### src/rtl/tx_resp_sched.sv
// tx_resp_sched: queues register-read and ALU responses and hands them out
// as held bytes toward the UART TX synchronizer. The handoff paces itself
// on the synchronized busy_tx handshake and gives up after a timeout.
module tx_resp_sched #(
  parameter int unsigned HOLD_CYC = 4,
  parameter int unsigned TIMEOUT  = 255
) (
  input  logic        clck,
  input  logic        rst,
  input  logic [7:0]  rd_data,
  input  logic        rd_vld,
  input  logic [15:0] alu_out,
  input  logic        alu_vld,
  input  logic        busy_tx,
  output logic [7:0]  fsm_out,
  output logic        fsm_valid,
  output logic        sched_busy,
  output logic        drop,
  output logic        tx_timeout
);

  localparam logic [1:0] S_IDLE      = 2'd0;
  localparam logic [1:0] S_SEND      = 2'd1;
  localparam logic [1:0] S_WAIT_BUSY = 2'd2;
  localparam logic [1:0] S_WAIT_DONE = 2'd3;

  localparam logic [3:0] HOLD_LAST = 4'(HOLD_CYC - 1);
  localparam logic [7:0] TO_LIMIT  = 8'(TIMEOUT);

  logic [1:0]  r_state;
  logic        r_busy_m;
  logic        r_busy_s;
  logic [7:0]  r_rd_data;
  logic        r_rd_pend;
  logic [15:0] r_alu_data;
  logic        r_alu_pend;
  logic        r_rr_alu;
  logic [7:0]  r_out;
  logic        r_valid;
  logic [3:0]  r_hold;
  logic [7:0]  r_wait;
  logic [7:0]  r_msb;
  logic        r_msb_pend;
  logic        r_drop;
  logic        r_timeout;

  logic        w_grant_rd;
  logic        w_grant_alu;
  logic [7:0]  w_wait_nx;

  assign fsm_out    = r_out;
  assign fsm_valid  = r_valid;
  assign drop       = r_drop;
  assign tx_timeout = r_timeout;
  assign sched_busy = r_rd_pend | r_alu_pend | (r_state != S_IDLE);
  assign w_wait_nx  = r_wait + 8'd1;

  // Two-flop synchronizer for the asynchronous UART busy flag
  always_ff @(posedge clck or posedge rst) begin
    if (rst) begin
      r_busy_m <= 1'b0;
      r_busy_s <= 1'b0;
    end else begin
      r_busy_m <= busy_tx;
      r_busy_s <= r_busy_m;
    end
  end

  // Grant selection: only in IDLE; round-robin when both slots are pending
  always_comb begin
    w_grant_rd  = 1'b0;
    w_grant_alu = 1'b0;
    if (r_state == S_IDLE) begin
      if (r_rd_pend && r_alu_pend) begin
        w_grant_alu = r_rr_alu;
        w_grant_rd  = !r_rr_alu;
      end else begin
        w_grant_rd  = r_rd_pend;
        w_grant_alu = r_alu_pend;
      end
    end
  end

  // Round-robin pointer; it only flips on a contested grant, so an
  // uncontested grant does not disturb whose turn the next tie is
  always_ff @(posedge clck or posedge rst) begin
    if (rst) begin
      r_rr_alu <= 1'b1;
    end else if (r_rd_pend && r_alu_pend && (r_state == S_IDLE)) begin
      r_rr_alu <= !r_rr_alu;
    end
  end

  // RD holding slot: a busy slot keeps its old data unless granted this cycle
  always_ff @(posedge clck or posedge rst) begin
    if (rst) begin
      r_rd_data <= '0;
      r_rd_pend <= 1'b0;
    end else if (rd_vld) begin
      if (!r_rd_pend || w_grant_rd) begin
        r_rd_data <= rd_data;
        r_rd_pend <= 1'b1;
      end
    end else if (w_grant_rd) begin
      r_rd_pend <= 1'b0;
    end
  end

  // ALU holding slot: same load/keep rule as the RD slot
  always_ff @(posedge clck or posedge rst) begin
    if (rst) begin
      r_alu_data <= '0;
      r_alu_pend <= 1'b0;
    end else if (alu_vld) begin
      if (!r_alu_pend || w_grant_alu) begin
        r_alu_data <= alu_out;
        r_alu_pend <= 1'b1;
      end
    end else if (w_grant_alu) begin
      r_alu_pend <= 1'b0;
    end
  end

  // Drop pulse for a response that arrived at an occupied, ungranted slot
  always_ff @(posedge clck or posedge rst) begin
    if (rst) begin
      r_drop <= 1'b0;
    end else begin
      r_drop <= (rd_vld  && r_rd_pend  && !w_grant_rd) ||
                (alu_vld && r_alu_pend && !w_grant_alu);
    end
  end

  // Byte handoff FSM: hold the byte, await busy rise, await busy fall
  always_ff @(posedge clck or posedge rst) begin
    if (rst) begin
      r_state    <= S_IDLE;
      r_out      <= '0;
      r_valid    <= 1'b0;
      r_hold     <= '0;
      r_wait     <= '0;
      r_msb      <= '0;
      r_msb_pend <= 1'b0;
      r_timeout  <= 1'b0;
    end else begin
      r_timeout <= 1'b0;
      case (r_state)
        S_IDLE: begin
          if (w_grant_rd || w_grant_alu) begin
            r_state <= S_SEND;
            r_valid <= 1'b1;
            r_hold  <= '0;
            if (w_grant_alu) begin
              r_out      <= r_alu_data[7:0];
              r_msb      <= r_alu_data[15:8];
              r_msb_pend <= 1'b1;
            end else begin
              r_out <= r_rd_data;
            end
          end
        end
        S_SEND: begin
          if (r_hold == HOLD_LAST) begin
            r_valid <= 1'b0;
            r_wait  <= '0;
            r_state <= S_WAIT_BUSY;
          end else begin
            r_hold <= r_hold + 4'd1;
          end
        end
        S_WAIT_BUSY: begin
          if (r_busy_s) begin
            r_state <= S_WAIT_DONE;
          end else if (w_wait_nx == TO_LIMIT) begin
            // Treat the byte as sent; WAIT_DONE then proceeds normally
            r_timeout <= 1'b1;
            r_state   <= S_WAIT_DONE;
          end else begin
            r_wait <= w_wait_nx;
          end
        end
        S_WAIT_DONE: begin
          if (!r_busy_s) begin
            if (r_msb_pend) begin
              r_state    <= S_SEND;
              r_out      <= r_msb;
              r_valid    <= 1'b1;
              r_hold     <= '0;
              r_msb_pend <= 1'b0;
            end else begin
              r_state <= S_IDLE;
            end
          end
        end
        default: r_state <= S_IDLE;
      endcase
    end
  end

endmodule
### config.mk
export PLATFORM = sky130hd
export DESIGN_NAME = tx_resp_sched
export DESIGN_NICKNAME = d
export VERILOG_FILES = /design/src/rtl/tx_resp_sched.sv
export SDC_FILE = /design/constraint.sdc
export NUM_CORES = 1
export LEC_CHECK = 0
export CORE_UTILIZATION = 40
export CTS_CLUSTER_SIZE = 25
export DETAILED_ROUTE_END_ITERATION = 6
export HOLD_SLACK_MARGIN = 0.03
export PLACE_DENSITY = 0.62
export SLEW_MARGIN = 10
export SYNTH_ARGS = -nofsm -noshare
export SYNTH_HDL_FRONTEND = slang
export SYNTH_SLANG_ARGS = --single-unit
### constraint.sdc
create_clock -name clck -period 4.1 [get_ports clck]
set_input_delay 0.41 -clock clck [delete_from_list [all_inputs] [get_ports clck]]
set_output_delay 0.41 -clock clck [all_outputs]
set_load 0.005 [all_outputs]
# After elaboration in Yosys (flattened, before gate mapping)
# Index checks and enable logic that the tools add are counted.
# totals
reg_bits	63
wordCells	112
inputBits	29
out_inout_bits	12
# classes
add_sub_neg	2
bitwise	2
n_eq_ne	16
mux	43
reduce_logical	33
# op_table
cell	count
$mux 8	7
$pmux 8 s2	2
$mux 1	21
$mux 4	4
$reduce_and 4->1	4
$ne 2x2->1 const B	7
$pmux 4 s3	1
$mux 2	5
$reduce_and 5->1	2
$reduce_bool 2->1	5
$add 8x1->8 const B	1
$eq 8x8->1 const B	1
$pmux 2 s4	1
$reduce_and 2->1	4
$logic_and 1x1->1	6
$ne 2x1->1 const B	3
$logic_not 1->1	5
$add 4x1->4 const B	1
$eq 2x2->1 const B	2
$eq 4x2->1 const B	1
$logic_or 1x1->1	4
$ne 3x3->1 const B	1
$pmux 1 s3	1
$reduce_and 3->1	1
other kinds (5)	6

# Longest topological paths before layout
# logic_depth
ltp_word	6
ltp_mapped	8
ltp_nobuf	7

# Worst setup path after synthesis
# OpenSTA, ideal clock, no wires.
# synth_timing
kind	register to register
startpoint	register r_wait[1]
endpoint	register r_state[1]
arrival_time_ns	1.958
setup_time_ns	0.104
path_buffers	0
synth_period_minus_slack_ns	2.062
setup_slack_ns	2.038
stages_incl_launch_ff	7
path_cell_list	dfrtp_1 -> ha_1 -> nand3_2 -> or3_4 -> a211o_1 -> or4_1 -> o311ai_1
# synth_via
elab_chain_len	4
# synth_rtl
element	line	source
start, declared	41	logic [7:0] r_wait;
start signal, assigned	179	r_wait <= w_wait_nx;
$add 8x1->8	56	assign w_wait_nx = r_wait + 8'd1;
$eq 8x8->1	174	end else if (w_wait_nx == TO_LIMIT) begin
$ne 3x3->1 (no source line)	--	
$reduce_and 4->1 (no source line)	--	
end signal, assigned	173	r_state <= S_WAIT_DONE;
end signal, assigned	177	r_state <= S_WAIT_DONE;
end signal, assigned	185	r_state <= S_SEND;
end, declared	30	logic [1:0] r_state;
# Every way passes these cells.
# A chain may end at the register's enable or synchronous reset.

# Worst setup path in the final report
# layout_timing
startpoint	register r_state[0]
endpoint	register r_alu_data[11]
# layout_via
elab_chain_len	4
# layout_rtl
element	line	source
start signal, assigned	137	r_state <= S_IDLE;
start signal, assigned	150	r_state <= S_SEND;
start signal, assigned	166	r_state <= S_WAIT_BUSY;
$logic_not 2->1	73	if (r_state == S_IDLE) begin
$mux 1	73	
$logic_or 1x1->1	115	if (!r_alu_pend || w_grant_alu) begin
$reduce_and 2->1 (no source line)	--	
end signal, assigned	116	r_alu_data <= alu_out;
end, declared	35	logic [15:0] r_alu_data;
# Every way passes these cells.

==> flow_summary.json <==
{
  "synthArstFlopShare": 1.00,
  "avgSynthCellArea_sq_um": 11.6,
  "netSwitchingFraction": 0.337,
  "r2r_cells": 5,
  "final_util": 0.510,
  "grt_pass1_wl_microns": 9760,
  "synthTopCellsByArea": "dfrtp_1 (52%), mux2_2 (15%), mux2i_1 (3.3%)",
  "vias_per_cell": 5.22,
  "switchingPower_w": 0.000899,
  "drt-initial-drc-count": 75,
  "min_path_type": "reg -> reg",
  "io_pins": 41,
  "pwr-share-clk": 0.210,
  "drive_gt1_frac": 0.211,
  "skew_ns": 0.00485,
  "grt_max_degree": 50,
  "yosysSeqAreaShare": 0.528,
  "ir_drop_mv": 0.369,
  "reg2reg_slack_ns": 1.42,
  "crit_type": "reg -> reg",
  "cp-end-kind": "register",
  "hold_violations": 0,
  "core_sq_um": 7250,
  "dp.cells": 391,
  "start_kind": "register",
  "ant_nets": 0,
  "total_power_w": 0.00267,
  "fmax_mhz": 373,
  "comb_power_share": 0.400,
  "leakagePower_nw": 1.56,
  "worst_slew_pin_slew_ns": 1.03,
  "r2r-start": "r_state[0]",
  "min_from": "r_busy_m",
  "whs_endpoint": "r_busy_s",
  "clock_sinks": 63,
  "diodes": 0,
  "area_delta_synth_final_pct": 23.8,
  "worst-path-max-fanout": 19,
  "die_area_sq_um": 7830,
  "timing.slew.headroom": 0.314,
  "synth-edff-count": 0,
  "grt_pass1_vias": 2012,
  "hold_buffers": 0,
  "initial_core_util": 0.412,
  "clock_latency_ns": 0.34,
  "status": "finished clean",
  "timing.rr.end": "r_alu_data[11]",
  "yosys.area.top_type": "dfrtp_1",
  "hold_depth": 0,
  "pwr-share-seq": 0.389,
  "ys_seq_elements": 63,
  "setup_viol": 0,
  "die_h_microns": 88.5,
  "drv_slew": 0,
  "clock_path_buffers": 2,
  "drt-total-wl_microns": 5900,
  "antenna_found_initial": 0,
  "min_period_over_period": 0.654,
  "post_cts_resized": 0,
  "cp.required_ns": 4.33,
  "route.detailed.drc": 0,
  "rows": 31,
  "p_per_area_nw_per_um2": 722,
  "syn-cell-area_sq_um": 2990,
  "cp.arrival_ns": 2.91,
  "cts_tree": "done",
  "grt_setup_unrepaired": "no",
  "synth_nets": 294,
  "h-tree-depth": 3,
  "fp.dieW_microns": 88.5,
  "netlist_top_cells_count": "dfrtp_1 (62), mux2_2 (41), nand2_1 (26)",
  "post_cts_buffers": 0,
  "synthCells": 258,
  "grt-ovfl-total": 0,
  "cts_buffers": 9,
  "dr.pass1.iters": 4,
  "period_minus_slack_ns": 2.68,
  "n_fill_cell": 648,
  "clk_pin_slew_ns": 0.07,
  "fin_cells": 407,
  "holdWs_ns": 0.360,
  "synth_most_common_cell": "dfrtp_1",
  "io_buffers": 40,
  "place.gp.congestion": 0.821,
  "tns_ns": 0,
  "via_count": 2124,
  "synth_top_area_frac": 0.519,
  "ys_dominant_reg_cell": "dfrtp_1",
  "dpl.hpwl_microns": 4040,
  "cap_viol_max_count": 0,
  "track_usage": 0.168,
  "ys.warnings.count": 0,
  "root_buffer": "clkbuf_8",
  "intPower_w": 0.00177,
  "fin_nets": 339,
  "synth_cell_types": 46,
  "routedWlPerCell_microns": 14.5
}
[final cells by class]
cell class | count | area, sq um | share of cell area
Multi-Input combinational cell | 178 | 1350 | 0.364
Timing Repair Buffer | 41 | 408 | 0.110
Clock inverter | 5 | 56.3 | 0.0152
Inverter | 10 | 37.5 | 0.0101
Sequential cell | 63 | 1580 | 0.426
Clock buffer | 11 | 151 | 0.0409
Tap cell | 99 | 124 | 0.0335
[cell usage in the layout, fill, tap and decap left out, drive strengths merged, types with 2 or more instances in the layout]
master / Yosys / layout
o311ai: 2 / 2
nor2: 5 / 5
a22o: 3 / 3
ha: 7 / 7
nand2b: 5 / 5
or4: 3 / 3
mux2: 41 / 41
or3b: 2 / 2
nor3: 5 / 5
clkinv: 0 / 3
dfrtp: 62 / 62
and3: 2 / 2
a21oi: 4 / 4
a211oi: 2 / 2
clkdlybuf4s50: 0 / 40
clkbuf: 5 / 11
mux2i: 10 / 10
a22oi: 2 / 2
inv: 10 / 10
or3: 2 / 2
a221oi: 2 / 2
o22ai: 4 / 4
nor2b: 2 / 2
a21o: 2 / 2
nand4: 2 / 2
nand3: 9 / 9
o21ai: 21 / 21
xor2: 2 / 2
nand2: 26 / 26
[cells by family after synthesis]
kind of cell             after synthesis  synth area share
multiplexers                          51             0.188
flip-flops                            63             0.528
AND/OR/NAND/NOR                       68             0.119
adder cells (fa/ha/maj)                7            0.0293
buffers and inverters                 17            0.0222
XOR/XNOR                               3           0.00879
AO/OA/AOI/OAI                         49             0.105
[stage by stage]
stage / setup WS, ns / cell area [sq um]
2_1_floorplan: 2.04 / 2990
3_3_place_gp: 1.49 / 3490
3_5_place_dp: 1.42 / 3490
4_1_cts: 1.42 / 3700
5_1_grt: 1.23 / 3700
6_report: 1.42 / 3700
[flip-flops by register name, summed over array words and instances, names as in the netlist]
signal / count
r_state: 2
tx_timeout: 1
r_alu_data: 16
r_busy_s: 1
r_busy_m: 1
r_rd_pend: 1
r_alu_pend: 1
drop: 1
fsm_out: 8
r_msb_pend: 1
r_hold: 4
r_rd_data: 8
fsm_valid: 1
r_wait: 8
r_rr_alu: 1
r_msb: 8
[critical path: stages, from the launching register on]
cell and delay (ns):
dfrtp_1 0.41, inv_1 0.11, ha_1 0.30, and3_1 0.50
o21ai_2 0.83, mux2_2 0.41
[power by group through the flow]
stage          clock [W]  sequential [W]  combinational (W)
2_1_floorplan          0         0.00101           0.000793
3_3_place_gp           0         0.00104            0.00105
3_5_place_dp           0         0.00105            0.00107
4_1_cts         0.000575         0.00104            0.00108
5_1_grt         0.000597         0.00108            0.00119
6_report        0.000561         0.00104            0.00107
[worst max path at each step]
stage / to / slack, ns / startpoint
global placement: r_alu_data[3] / 1.49 / r_state[0]
global route: r_alu_data[11] / 1.23 / r_state[1]
finish: r_alu_data[11] / 1.42 / r_state[0]
CTS: r_alu_data[11] / 1.42 / r_state[1]
floorplan: r_state[1] / 2.04 / r_wait[1]
detailed placement: r_alu_data[11] / 1.42 / r_state[0]
[layer usage]
metal  GRT usage  wire length, microns  vias up
li1            -                     -     1022
met1       0.235                  2930     1052
met2       0.244                  2680       40
met3      0.0392                   195       10
met4      0.0836                    84        0
met5           0                     0        -
Note: power is estimated with default switching activity, not from simulation.
